[config.mk]
export PLATFORM = sky130hd
export DESIGN_NAME = uart_tx_sched
export DESIGN_NICKNAME = d
export VERILOG_FILES = /design/src/rtl/uart_tx_sched.sv
export SDC_FILE = /design/constraint.sdc
export NUM_CORES = 1
export LEC_CHECK = 0
export CORE_MARGIN = 2
export CORE_UTILIZATION = 53
export DETAILED_ROUTE_END_ITERATION = 10
export HOLD_SLACK_MARGIN = 0.15
export MAX_ROUTING_LAYER = met4
export PLACE_DENSITY_LB_ADDON = 0.15
export SETUP_SLACK_MARGIN = 0.5
export SYNTH_ARGS = -nofsm -noshare
export SYNTH_HDL_FRONTEND = slang
export SYNTH_SLANG_ARGS = --single-unit
[constraint.sdc]
create_clock -name clk -period 3 [get_ports clk]
set_clock_uncertainty 0.1 [all_clocks]
set_input_delay 0.3 -clock clk [delete_from_list [all_inputs] [get_ports clk]]
set_output_delay 0.3 -clock clk [all_outputs]
set_load 0.02 [all_outputs]
[src/rtl/uart_tx_sched.sv]
// ---------------------------------------------------------------------------
// uart_tx_sched
// Two-requester UART transmitter with round-robin arbitration.
//
// Ports:
//   clk       system clock, all state changes on its rising edge
//   rst       asynchronous active-high reset
//   baud_en   one-cycle bit-period strobe from the baud-rate generator
//   req0/1    transmit requests from requester 0 / requester 1
//   data0/1   byte to send, held stable while the matching req is high
//   gnt0/1    registered one-cycle pulse: the byte has been captured
//   tx        registered serial line, idle high
//   busy      high whenever the FSM is not in IDLE
//   last_src  index of the most recently granted requester
//
// Parameter:
//   STOP_BITS number of stop-bit periods per frame (1 or 2)
// ---------------------------------------------------------------------------
module uart_tx_sched #(
   parameter int STOP_BITS = 1
) (
   input  logic       clk,
   input  logic       rst,
   input  logic       baud_en,
   input  logic       req0,
   input  logic       req1,
   input  logic [7:0] data0,
   input  logic [7:0] data1,
   output logic       gnt0,
   output logic       gnt1,
   output logic       tx,
   output logic       busy,
   output logic       last_src
);

   localparam logic [2:0] IDLE  = 3'd0;
   localparam logic [2:0] SYNC  = 3'd1;
   localparam logic [2:0] START = 3'd2;
   localparam logic [2:0] DATA  = 3'd3;
   localparam logic [2:0] STOP  = 3'd4;

   logic [2:0] state;
   logic [7:0] shift_reg;
   logic [2:0] bit_cnt;
   logic [1:0] stop_cnt;
   logic       grant_sel;

   // Arbitration: a lone request wins outright; under contention the
   // requester that did not win last time is chosen.
   always_comb begin
      grant_sel = 1'b0;
      if (req0 && req1) begin
         grant_sel = ~last_src;
      end else begin
         grant_sel = req1;
      end
   end

   assign busy = (state != IDLE);

   // Main sequencer. The SYNC state exists so that a baud_en landing on the
   // grant edge is ignored: the start bit always begins on a fresh baud_en
   // and therefore lasts a full bit interval. Every tx change is made only
   // on a baud_en, so each level persists exactly one baud interval.
   always_ff @(posedge clk or posedge rst) begin
      if (rst) begin
         state     <= IDLE;
         tx        <= 1'b1;
         gnt0      <= 1'b0;
         gnt1      <= 1'b0;
         last_src  <= 1'b1;
         shift_reg <= 8'h00;
         bit_cnt   <= 3'd0;
         stop_cnt  <= 2'd0;
      end else begin
         gnt0 <= 1'b0;
         gnt1 <= 1'b0;
         case (state)
            IDLE: begin
               if (req0 || req1) begin
                  shift_reg <= grant_sel ? data1 : data0;
                  last_src  <= grant_sel;
                  gnt0      <= ~grant_sel;
                  gnt1      <= grant_sel;
                  state     <= SYNC;
               end
            end
            SYNC: begin
               if (baud_en) begin
                  tx    <= 1'b0;
                  state <= START;
               end
            end
            START: begin
               if (baud_en) begin
                  tx        <= shift_reg[0];
                  shift_reg <= {1'b0, shift_reg[7:1]};
                  bit_cnt   <= 3'd0;
                  state     <= DATA;
               end
            end
            DATA: begin
               if (baud_en) begin
                  if (bit_cnt == 3'd7) begin
                     tx       <= 1'b1;
                     stop_cnt <= 2'(STOP_BITS);
                     state    <= STOP;
                  end else begin
                     tx        <= shift_reg[0];
                     shift_reg <= {1'b0, shift_reg[7:1]};
                     bit_cnt   <= bit_cnt + 3'd1;
                  end
               end
            end
            STOP: begin
               if (baud_en) begin
                  stop_cnt <= stop_cnt - 2'd1;
                  if (stop_cnt == 2'd1) begin
                     state <= IDLE;
                  end
               end
            end
            default: begin
               state <= IDLE;
               tx    <= 1'b1;
            end
         endcase
      end
   end

endmodule

# Word-level counts from Yosys, hierarchy flattened
# Index checks and enable logic that the tools add are counted.
dict set report totals {
  regBits 20
  latch_bits 0
  ram_bits 0
  romBits 0
  input_bits 21
  output_inout_bits 5
  wordCells 73
  mem_count 0
}
dict set report op_classes {
  n_addsub 2
  multipliers 0
  div_mod_pow 0
  n_lt_le_gt_ge 0
  n_eq_ne 14
  shift 0
  n_mux 32
  n_bitwise 3
  reduce_logical 14
}
# operator n
set op_table {}
lappend op_table {{2-to-1 mux 8 bit} 5}
lappend op_table {{2-to-1 mux 3 bit} 10}
lappend op_table {{one-hot mux 8 bit (3 select lines)} 1}
lappend op_table {{!= test 2 bit (second input constant)} 8}
lappend op_table {{one-hot mux 3 bit (5 select lines)} 1}
lappend op_table {{AND reduction 4 bit} 3}
lappend op_table {{2-to-1 mux 1 bit} 9}
lappend op_table {{AND reduction 7 bit} 1}
lappend op_table {{equality test 3 x 2 -> 1 bit (second input constant)} 2}
lappend op_table {{equality test 3 bit (second input constant)} 2}
lappend op_table {{2-to-1 mux 2 bit} 3}
lappend op_table {{one-hot mux 3 bit (2 select lines)} 1}
lappend op_table {{nonzero test 3 bit} 2}
lappend op_table {{AND reduction 5 bit} 1}
lappend op_table {{one-hot mux 1 bit (4 select lines)} 1}
lappend op_table {{one-hot mux 2 bit (2 select lines)} 1}
lappend op_table {{nonzero test 2 bit} 2}
lappend op_table {{adder 3 x 1 -> 3 bit (second input constant)} 1}
lappend op_table {{equality test 3 x 1 -> 1 bit (second input constant)} 1}
lappend op_table {{zero test 3 bit} 1}
lappend op_table {{inverter 1 bit} 3}
lappend op_table {{equality test 2 x 1 -> 1 bit (second input constant)} 1}
lappend op_table {{AND reduction 2 bit} 1}
lappend op_table {{OR reduction 2 bit} 1}
lappend op_table {{3 further kinds} 3}

# Logic depth before layout (Yosys ltp)
# Gate-level depths: netlist of run 1.
dict set report logic_depth {
  ltp_word 5
  mapped_depth 7
  mapped_depth_nobuf 6
}

# Worst setup path after synthesis of run 1
# OpenSTA, ideal clock, no wires.
dict set report synth_timing {
  path_type {reg2reg}
  start {register bit_cnt[0]}
  end {register shift_reg[0]}
  setup_ns 0.122
  t_arrival_ns 1.608
  t_required_ns 2.778
  path_slack_ns 1.171
  path_stages_with_launch 8
  n_path_buf 1
  synth_period_minus_slack_ns 1.829
  cell_sequence {dfrtp_1 > ha_1 > ha_1 > and2_1 > o32ai_4 > nand2b_2 > buf_6 > a32o_1}
}
dict set report synth_via {
  elab_chain_cells 3
}
# item line
set synth_lines {}
lappend synth_lines {{start, declared} 44} ;# logic [2:0] bit_cnt;
lappend synth_lines {{start signal, assigned} 111} ;# bit_cnt <= bit_cnt + 3'd1;
lappend synth_lines {{equality test 3 bit} 104} ;# if (bit_cnt == 3'd7) begin
lappend synth_lines {{!= test 2 bit (no line)} -}
lappend synth_lines {{AND reduction 5 bit (no line)} -}
lappend synth_lines {{end signal, assigned} 81} ;# shift_reg <= grant_sel ? data1 : data0;
lappend synth_lines {{end signal, assigned} 97} ;# shift_reg <= {1'b0, shift_reg[7:1]};
lappend synth_lines {{end signal, assigned} 110} ;# shift_reg <= {1'b0, shift_reg[7:1]};
lappend synth_lines {{end, declared} 43} ;# logic [7:0] shift_reg;
# No other way between the ends.
# A chain may end at the register's enable or synchronous reset.

# Worst setup path in the final report of run 1
dict set report layout_timing {
  start {register state[1]}
  end {output busy}
}
dict set report layout_via {
  elab_chain_cells 1
}
# item line
set layout_lines {}
lappend layout_lines {{start, declared} 42} ;# logic [2:0] state;
lappend layout_lines {{start signal, assigned} 67} ;# state <= IDLE;
lappend layout_lines {{start signal, assigned} 85} ;# state <= SYNC;
lappend layout_lines {{start signal, assigned} 91} ;# state <= START;
lappend layout_lines {{nonzero test 3 bit} 59} ;# assign busy = (state != IDLE);
lappend layout_lines {{end, declared} 32} ;# output logic busy,
# No other way between the ends.

==> impl_metrics.env, run 1 <==
export IMPL_final_fill_count=154
export IMPL_core_area_um2=2000
export IMPL_clkSlewWorstSetupHoldPaths_ns=0.12
export IMPL_drive_above_1_share=0.0604
export IMPL_slew_violations=0
export IMPL_rsz0062_at_grt="no"
export IMPL_fin_cells=176
export IMPL_grt_start_max_net_pins=23
export IMPL_grt_ovfl_total=0
export IMPL_max_vdd_ir_drop_uv=378
export IMPL_timing_rr_end="shift_reg[4]"
export IMPL_via_count=967
export IMPL_antenna_found_initial=0
export IMPL_postSynthNetCount=154
export IMPL_leakagePower_nw=0.599
export IMPL_syn_area_um2=1140
export IMPL_syn_to_final_growth_pct=23.3
export IMPL_largest_register_ffs=8
export IMPL_grt_pass1_vias=900
export IMPL_drt_iter0_markers=39
export IMPL_power_density_nw_per_um2=589
export IMPL_wl_per_cell_um=13.5
export IMPL_ys_types=29
export IMPL_yosys_register_bits=20
export IMPL_cts_sinks=20
export IMPL_endpoint="busy"
export IMPL_end_kind="output pin"
export IMPL_cp_max_fo=21
export IMPL_ys_seq_area_frac=0.442
export IMPL_cts_root_buf="clkbuf_4"
export IMPL_fmax_mhz=428
export IMPL_top_level_ports=26
export IMPL_fin_crit_ns=2.34
export IMPL_arrival_ns=1.94
export IMPL_setup_violations=0
export IMPL_layout_common_cells="clkdlybuf4s50_1 (25), nand2_1 (22), a21oi_1 (18), dfrtp_1 (18), inv_1 (12)"
export IMPL_place_hpwl_um=1720
export IMPL_place_gp_congestion=0.798
export IMPL_num_rows=16
export IMPL_holdBufCountCts=0
export IMPL_die_x_um=50.4
export IMPL_cp_required_ns=2.60
export IMPL_initial_core_util=0.569
export IMPL_holdCritPathClass="in -> async"
export IMPL_syn_inst=129
export IMPL_hold_violations=0
export IMPL_die_area_um2=2540
export IMPL_clk_path_buf_depth=2
export IMPL_viasPerCell=5.49
export IMPL_cts_tree="built"
export IMPL_syn_avg_cell_area_um2=8.83
export IMPL_startpoint_type="flop"
export IMPL_port_buffers=25
export IMPL_max_slew_margin_rel=0.507
export IMPL_n_antenna_cell=0
export IMPL_cts_buffers=3
export IMPL_place_inst=173
export IMPL_final_common_cell="clkdlybuf4s50_1"
export IMPL_wl_um=2380
export IMPL_top_usage_layer="met2"
export IMPL_cts_setup_buffers=0
export IMPL_drc=0
export IMPL_fin_setup_tns_ns=0
export IMPL_use_met2=0.349
export IMPL_grt_util_met1=0.267
export IMPL_yosysWarnings=0
export IMPL_crit_start="state[1]"
export IMPL_grt_pass1_wl_um=3950
export IMPL_met3_usage=0.0298
export IMPL_grt_usage=0.208
export IMPL_htreeDepth=1
export IMPL_rr_startpoint="state[1]"
export IMPL_cts_repair_resized=0
export IMPL_criticalPathCategory="reg -> out"
export IMPL_rrSetupSlack_ns=0.87
export IMPL_status="completed"
export IMPL_finalPower_mw=0.827
export IMPL_die_height_um=50.4
export IMPL_nets=176
export IMPL_finalCritPeriodShare=0.779
export IMPL_cap_violations=0
export IMPL_ant_nets=0
export IMPL_insertion_delay_ns=0.30
export IMPL_drt_pass1_iterations=4
export IMPL_worst_pin_slew_ns=0.739
export IMPL_rr_worst_depth=4
==> worst min-delay path by stage <==
stage / endpoint / depth (start not counted) / start / slack [ns]
detailed placement: shift_reg[7] / 1 / shift_reg[7] / 0.38
floorplan: bit_cnt[0] / 1 / rst / 0.16
finish: bit_cnt[0] / 2 / rst / 0.30
global placement: shift_reg[7] / 1 / shift_reg[7] / 0.37
CTS: bit_cnt[0] / 2 / rst / 0.34
global route: bit_cnt[0] / 2 / rst / 0.38
==> through the flow <==
stage / cell area (µm²) / hold slack, ns / setup WS [ns] / utilization
2_1_floorplan: 1140 / 0.162 / 1.17 / -
3_3_place_gp: 1380 / 0.373 / 0.906 / 0.688
3_5_place_dp: 1380 / 0.384 / 0.865 / 0.688
4_1_cts: 1400 / 0.339 / 0.566 / 0.699
5_1_grt: 1400 / 0.380 / 0.548 / 0.701
6_report: 1400 / 0.303 / 0.664 / 0.701
==> Yosys cell counts <==
master      n  area [µm²]
a211oi_1    1        7.51
a21bo_2     1        10.0
a21boi_1    1        7.51
a21oi_1    18        90.1
a22oi_1     1        7.51
a31oi_1     1        6.26
a32o_1      8        80.1
and2_1      1        6.26
buf_2       4        20.0
buf_4       1        7.51
buf_6       1        11.3
clkbuf_1    2        7.51
dfrtp_1    18         450
dfstp_2     2        52.6
ha_1        4        50.1
inv_1      12        45.0
mux2i_1     1        10.0
nand2_1    22        82.6
nand2b_2    1        8.76
nand3_1     3        15.0
nor2_1     10        37.5
nor3_1      3        15.0
o21ai_0     5        25.0
o221ai_1    1        8.76
o22a_1      2        17.5
o2bb2ai_1   2        17.5
o31ai_1     1        7.51
o32ai_4     1        27.5
or3_1       1        6.26
==> cell type report <==
class,instances,area (µm²),share of cell area
Sequential cell,20,503,0.358
Multi-Input combinational cell,89,549,0.391
Timing Repair Buffer,25,250,0.178
Tap cell,27,33.8,0.0241
Clock buffer,3,22.5,0.0160
Inverter,12,45.0,0.0321
==> worst max-delay path, stage by stage (launching register included) <==
cell             delay [ns]
dfrtp_1                0.80
nor3_2                 0.14
inv_1                  0.10
clkdlybuf4s50_1        0.60
==> kinds of logic (layout without fill, tap and decap cells) <==
family / after synthesis / in the layout / synth area share
compound gates: 43 / 43 / 0.275
fa+ha+maj: 4 / 4 / 0.0440
buf+inv: 20 / 40 / 0.0802
flops: 20 / 20 / 0.442
mux: 1 / 1 / 0.00879
simple gates: 41 / 41 / 0.151
==> routing by layer <==
| metal | routed length (µm) | vias to the layer above |
|---|---|---|
| met1 | 1080 | 444 |
| li1 | - | 495 |
| met5 | 0 | - |
| met2 | 1180 | 24 |
| met4 | 17 | 0 |
| met3 | 97 | 4 |
==> power by group <==
part           leakage (nW)  switching (mW)  internal [mW]
Clock                0.0138          0.0807         0.0468
Sequential            0.252          0.0642          0.348
Combinational         0.333           0.139          0.149
Total                 0.599           0.284          0.543
Power figures use the tool's default switching activity.
==> run 2: changes to the inputs <==
- CORE_UTILIZATION: 53 -> 49
- clock period: 3 -> 2.15 ns (I/O delays scaled with it)
==> run 2 against run 1 <==
  * Non-clock buffer count grew 12
  * Sequential power grew 34%
  * Die area rose by 7.5%
  * Hold slack gained 0.10 ns
  * Global-route usage grew 2.4 points
  * Wire length grew 11%
  * First-iteration DRC count decreased by 56%
  * Critical path depth is 2 higher
  * Setup slack got worse by 0.20 ns
  * Via count is 6.6% higher
  * Sequential cell count stayed put
  * Critical endpoint is now bit_cnt[1]
  * Largest cell class unchanged
  * Largest power group unchanged
==> impl_metrics.env, run 2 (synthesis gave the netlist of run 1 again) <==
export IMPL_status="completed"
export IMPL_internal_power_mw=0.921
export IMPL_place_inst=181
export IMPL_grt_util_met1=0.314
export IMPL_fin_setup_tns_ns=0
export IMPL_die_x_um=52.2
export IMPL_arrival_ns=1.78
export IMPL_ant_nets=0
export IMPL_place_gp_congestion=0.787
export IMPL_p_sw_frac=0.316
export IMPL_cap_violations=0
export IMPL_max_slew_margin_rel=0.812
export IMPL_grt_usage=0.232
export IMPL_cts_tree="built"
export IMPL_top_level_ports=26
export IMPL_drt_iter0_markers=17
export IMPL_setup_violations=0
export IMPL_insertion_delay_ns=0.29
export IMPL_initial_core_util=0.515
export IMPL_finalCritPeriodShare=0.786
export IMPL_use_met2=0.352
export IMPL_cts_buffers=3
export IMPL_seq_power_share=0.410
export IMPL_max_stage_delay_ns=0.40
export IMPL_fin_cells=190
export IMPL_drc=0
export IMPL_drive_above_1_share=0.179
export IMPL_hold_violations=0
export IMPL_leakagePower_nw=0.680
export IMPL_dpl_instance_area_um2=1450
export IMPL_worst_pin_slew_ns=0.281
export IMPL_final_common_cell="clkdlybuf4s50_1"
export IMPL_wl_um=2650
export IMPL_final_fill_count=167
export IMPL_cp_max_fo=3
export IMPL_crit_family="simple AND/OR/NAND/NOR gates"
export IMPL_num_rows=17
export IMPL_largest_register_ffs=8
export IMPL_core_area_um2=2210
export IMPL_multi_input_area_um2=599
export IMPL_power_density_nw_per_um2=854
export IMPL_drt_pass1_iterations=4
export IMPL_viasPerCell=5.43
export IMPL_grt_pass1_wl_um=4490
export IMPL_slew_violations=0
export IMPL_finalPower_mw=1.35
export IMPL_n_antenna_cell=0
export IMPL_fin_crit_ns=1.69
export IMPL_met3_usage=0.0371
export IMPL_wl_per_cell_um=13.9
export IMPL_antenna_found_initial=0
export IMPL_crit_chain="ha_2 -> ha_4 -> and2_4 -> or3_4 -> a32o_1"
export IMPL_die_height_um=52.2
export IMPL_cp_required_ns=2.24
export IMPL_clkSlewWorstSetupHoldPaths_ns=0.12
export IMPL_via_count=1031
export IMPL_critical_path_buf_inv_count=0
export IMPL_slowest_stage="dfrtp_1"
export IMPL_holdCritPathClass="reg -> reg"
export IMPL_fmax_mhz=592
export IMPL_nets=188
export IMPL_port_buffers=25
export IMPL_cts_root_buf="clkbuf_4"
export IMPL_grt_ovfl_total=0
export IMPL_syn_to_final_growth_pct=38.6
export IMPL_p_switching_mw=0.426
export IMPL_top_usage_layer="met2"
export IMPL_startpoint_type="flop"
export IMPL_rsz0062_at_grt="yes"
export IMPL_finalInstanceArea_um2=1580
export IMPL_cts_sinks=20
export IMPL_end_kind="flop"
export IMPL_grt_start_max_net_pins=22
export IMPL_criticalPathCategory="reg -> reg"
export IMPL_pwr_share_clk=0.225
export IMPL_max_vdd_ir_drop_uv=600
export IMPL_combinationalPowerShare=0.365
export IMPL_grt_pass1_vias=944
export IMPL_regArea_um2=503
export IMPL_clk_path_buf_depth=2
export IMPL_layout_common_cells="clkdlybuf4s50_1 (22), nand2_1 (20), a21oi_1 (18), dfrtp_1 (18), inv_1 (12)"
export IMPL_place_hpwl_um=1720
export IMPL_htreeDepth=1
export IMPL_die_area_um2=2730
-- run 2: cell count changes in the layout (fill, tap and decap cells not counted), sizes merged --
| cell | previous run | this run |
|---|---|---|
| clkbuf | 3 | 4 |
| buf | 0 | 11 |
| clkdlybuf4s50 | 25 | 22 |
| dlygate4sd3 | 0 | 1 |
| dlygate4sd2 | 0 | 2 |
| bufinv | 0 | 1 |
-- run 2: final timing paths --
kind                                   start           end  slack [ns]  depth (start not counted)
worst max-delay path              bit_cnt[1]    bit_cnt[1]        0.46                          5
max in group asynchronous                rst      last_src        0.98                          4
worst min-delay path            shift_reg[4]  shift_reg[4]        0.41                          1
worst max register to register    bit_cnt[1]    bit_cnt[1]        0.46                          5
worst min register to register  shift_reg[4]  shift_reg[4]        0.41                          1
min in group asynchronous                rst   stop_cnt[1]        0.70                          4
-- run 2: cell type report --
type                       instances  share of cell area
clock buffer                       3              0.0143
clock inverter                     1              0.0190
multi-input combinational         89               0.380
timing repair buffer              37               0.217
inverter                          12              0.0285
tap                               28              0.0222
sequential                        20               0.319
-- run 2: routing by layer --
layer | vias up | share of wire
met5 | - | 0
met4 | 0 | 0.011
met3 | 4 | 0.039
met2 | 24 | 0.49
met1 | 480 | 0.46
li1 | 523 | -
-- run 2: what timing repair did --
item	4_1_cts	5_1_grt
setup buffers	2	2
pin swaps	3	3
endpoints found under the hold margin	18	0
gates resized for setup	7	9
hold buffers	1	0
endpoints found under the setup margin	12	12
-- run 2: power by group through the flow --
stage / clock network [mW] / logic (mW) / registers, mW
after floorplan: 0 / 0.291 / 0.574
after global placement: 0 / 0.441 / 0.552
after detailed placement: 0 / 0.458 / 0.556
after CTS: 0.312 / 0.469 / 0.548
after global routing: 0.333 / 0.556 / 0.563
final: 0.303 / 0.492 / 0.552
-- run 2: per-stage QoR --
| stage | utilization | worst slack, ns | hold WS, ns |
|---|---|---|---|
| after floorplan | - | 0.461 | 0.0773 |
| after global placement | 0.654 | 0.432 | 0.372 |
| after detailed placement | 0.654 | 0.411 | 0.381 |
| after CTS | 0.696 | 0.430 | 0.408 |
| after global routing | 0.713 | 0.427 | 0.416 |
| final | 0.713 | 0.460 | 0.405 |
==> run 3: changes to the inputs <==
- CORE_UTILIZATION: 49 -> 44
- clock period: 2.15 -> 1.5 ns (I/O delays scaled with it)
==> run 3 against run 2 <==
  * Cell count up 10%
  * Critical path type unchanged
  * First-iteration DRC count up 65%
  * Final area up 17%
  * Highest routed layer unchanged
  * Critical endpoint unchanged
  * The run now ends with setup timing left
  * Register-to-register slack worse by 0.67 ns
  * Setup slack worse by 0.67 ns
==> impl_metrics.env, run 3 (synthesis gave the netlist of run 1 again) <==
export IMPL_syn_to_final_growth_pct=62.6
export IMPL_cts_sinks=20
export IMPL_cap_violations=0
export IMPL_finalCritPeriodShare=1.14
export IMPL_regArea_um2=505
export IMPL_rr_startpoint="bit_cnt[0]"
export IMPL_crit_family="simple AND/OR/NAND/NOR gates"
export IMPL_htreeDepth=1
export IMPL_antenna_found_initial=0
export IMPL_largest_register_ffs=8
export IMPL_fin_crit_ns=1.71
export IMPL_n_antenna_cell=0
export IMPL_criticalPathCategory="reg -> reg"
export IMPL_num_rows=18
export IMPL_finalPower_mw=2.18
export IMPL_wl_um=3560
export IMPL_wl_per_cell_um=17.0
export IMPL_via_count=1171
export IMPL_rr_worst_depth=5
export IMPL_grt_pass1_wl_um=4950
export IMPL_insertion_delay_ns=0.32
export IMPL_viasPerCell=5.60
export IMPL_clkSlewWorstSetupHoldPaths_ns=0.13
export IMPL_critical_path_buf_inv_count=0
export IMPL_final_core_util=0.754
export IMPL_max_stage_delay_ns=0.44
export IMPL_top_level_ports=26
export IMPL_multi_input_area_um2=728
export IMPL_violations="setup timing"
export IMPL_core_area_um2=2450
export IMPL_setup_ws_ns=-0.213
export IMPL_power_density_nw_per_um2=1180
export IMPL_drt_iter0_markers=28
export IMPL_hold_violations=0
export IMPL_final_fill_count=164
export IMPL_fin_cells=209
export IMPL_place_inst=191
export IMPL_drc=0
export IMPL_drt_pass1_iterations=4
export IMPL_die_height_um=54.9
export IMPL_place_hpwl_um=1980
export IMPL_grt_ovfl_total=0
export IMPL_place_gp_congestion=0.819
export IMPL_cts_root_buf="clkbuf_4"
export IMPL_slew_violations=0
export IMPL_nets=205
export IMPL_cts_buffers=3
export IMPL_path_depth=5
export IMPL_port_buffers=25
export IMPL_setup_violations=17
export IMPL_cts_tree="built"
export IMPL_final_common_cell="nand2_1"
export IMPL_slowest_stage="dfrtp_1"
export IMPL_drive_above_1_share=0.374
export IMPL_leakagePower_nw=0.798
export IMPL_crit_start="bit_cnt[0]"
export IMPL_layout_common_cells="nand2_1 (21), buf_4 (20), clkdlybuf4s50_1 (19)"
export IMPL_cp_max_fo=3
export IMPL_critPathMostFrequentCell="ha_4"
export IMPL_startpoint_type="flop"
export IMPL_status="finished, violations left"
export IMPL_max_slew_margin_rel=0.766
export IMPL_clk_path_buf_depth=2
export IMPL_arrival_ns=1.82
export IMPL_die_area_um2=3010
export IMPL_grt_pass1_vias=1098
export IMPL_rsz0062_at_grt="yes"
export IMPL_initial_core_util=0.464
export IMPL_end_kind="flop"
export IMPL_fmax_mhz=584
export IMPL_cp_required_ns=1.61
export IMPL_crit_chain="ha_4 -> ha_4 -> and2_4 -> or3_4 -> a32o_1"
export IMPL_grt_usage=0.240
export IMPL_holdCritPathClass="in -> async"
export IMPL_ant_nets=0
export IMPL_grt_start_max_net_pins=22
export IMPL_max_vdd_ir_drop_uv=819
export IMPL_die_x_um=54.9
export IMPL_fin_setup_tns_ns=-2.12
export IMPL_worst_pin_slew_ns=0.350
-- run 3: area by class of cell --
type                       instances  share of cell area
tap                               30              0.0203
timing repair buffer              53               0.270
sequential                        20               0.273
multi-input combinational         90               0.393
inverter                          12              0.0243
clock buffer                       4              0.0196
-- run 3: through the flow --
step,setup WS (ns),hold slack (ns),cell area [µm²]
after floorplan,-0.189,0.0123,1200
final,-0.213,0.0734,1850
after global routing,-0.245,0.0874,1850
after global placement,-0.186,0.376,1520
after CTS,-0.186,0.0915,1740
after detailed placement,-0.222,0.380,1520
-- run 3: timing repair --
item | CTS | global route
buffers inserted | 8 | 5
gates resized for setup | 56 | 13
pin swaps | 13 | 13
setup endpoints to repair | 25 | 25
hold endpoints to repair | 18 | 18
gates cloned | 0 | 1
-- run 3: worst paths after layout --
path,to,slack [ns]
max in group asynchronous,last_src,0.95
min,state[2],0.07
max reg2reg,bit_cnt[1],-0.21
min in group clk,last_src,0.18
max,bit_cnt[1],-0.21
min reg2reg,shift_reg[4],0.41
-- run 3: where the power goes --
part           leakage [nW]  total (mW)  internal [mW]  switching, mW
clock network        0.0210       0.338          0.148          0.190
logic                 0.526        1.02          0.561          0.458
registers             0.251       0.821          0.698          0.124
total                 0.798        2.18           1.41          0.771
-- run 3: worst reg2reg max path, stage by stage, from the launching register on --
cell     delay (ns)
dfrtp_1        0.44
ha_4           0.19
ha_4           0.16
and2_4         0.15
or3_4          0.37
a32o_1         0.21
-- run 3: layer usage --
metal  GRT usage  vias up  share of wire
met5           -        -              0
met4       0.100        0          0.016
met3      0.0273        6          0.043
met2       0.421       31           0.52
met1       0.274      581           0.42
li1            -      553              -
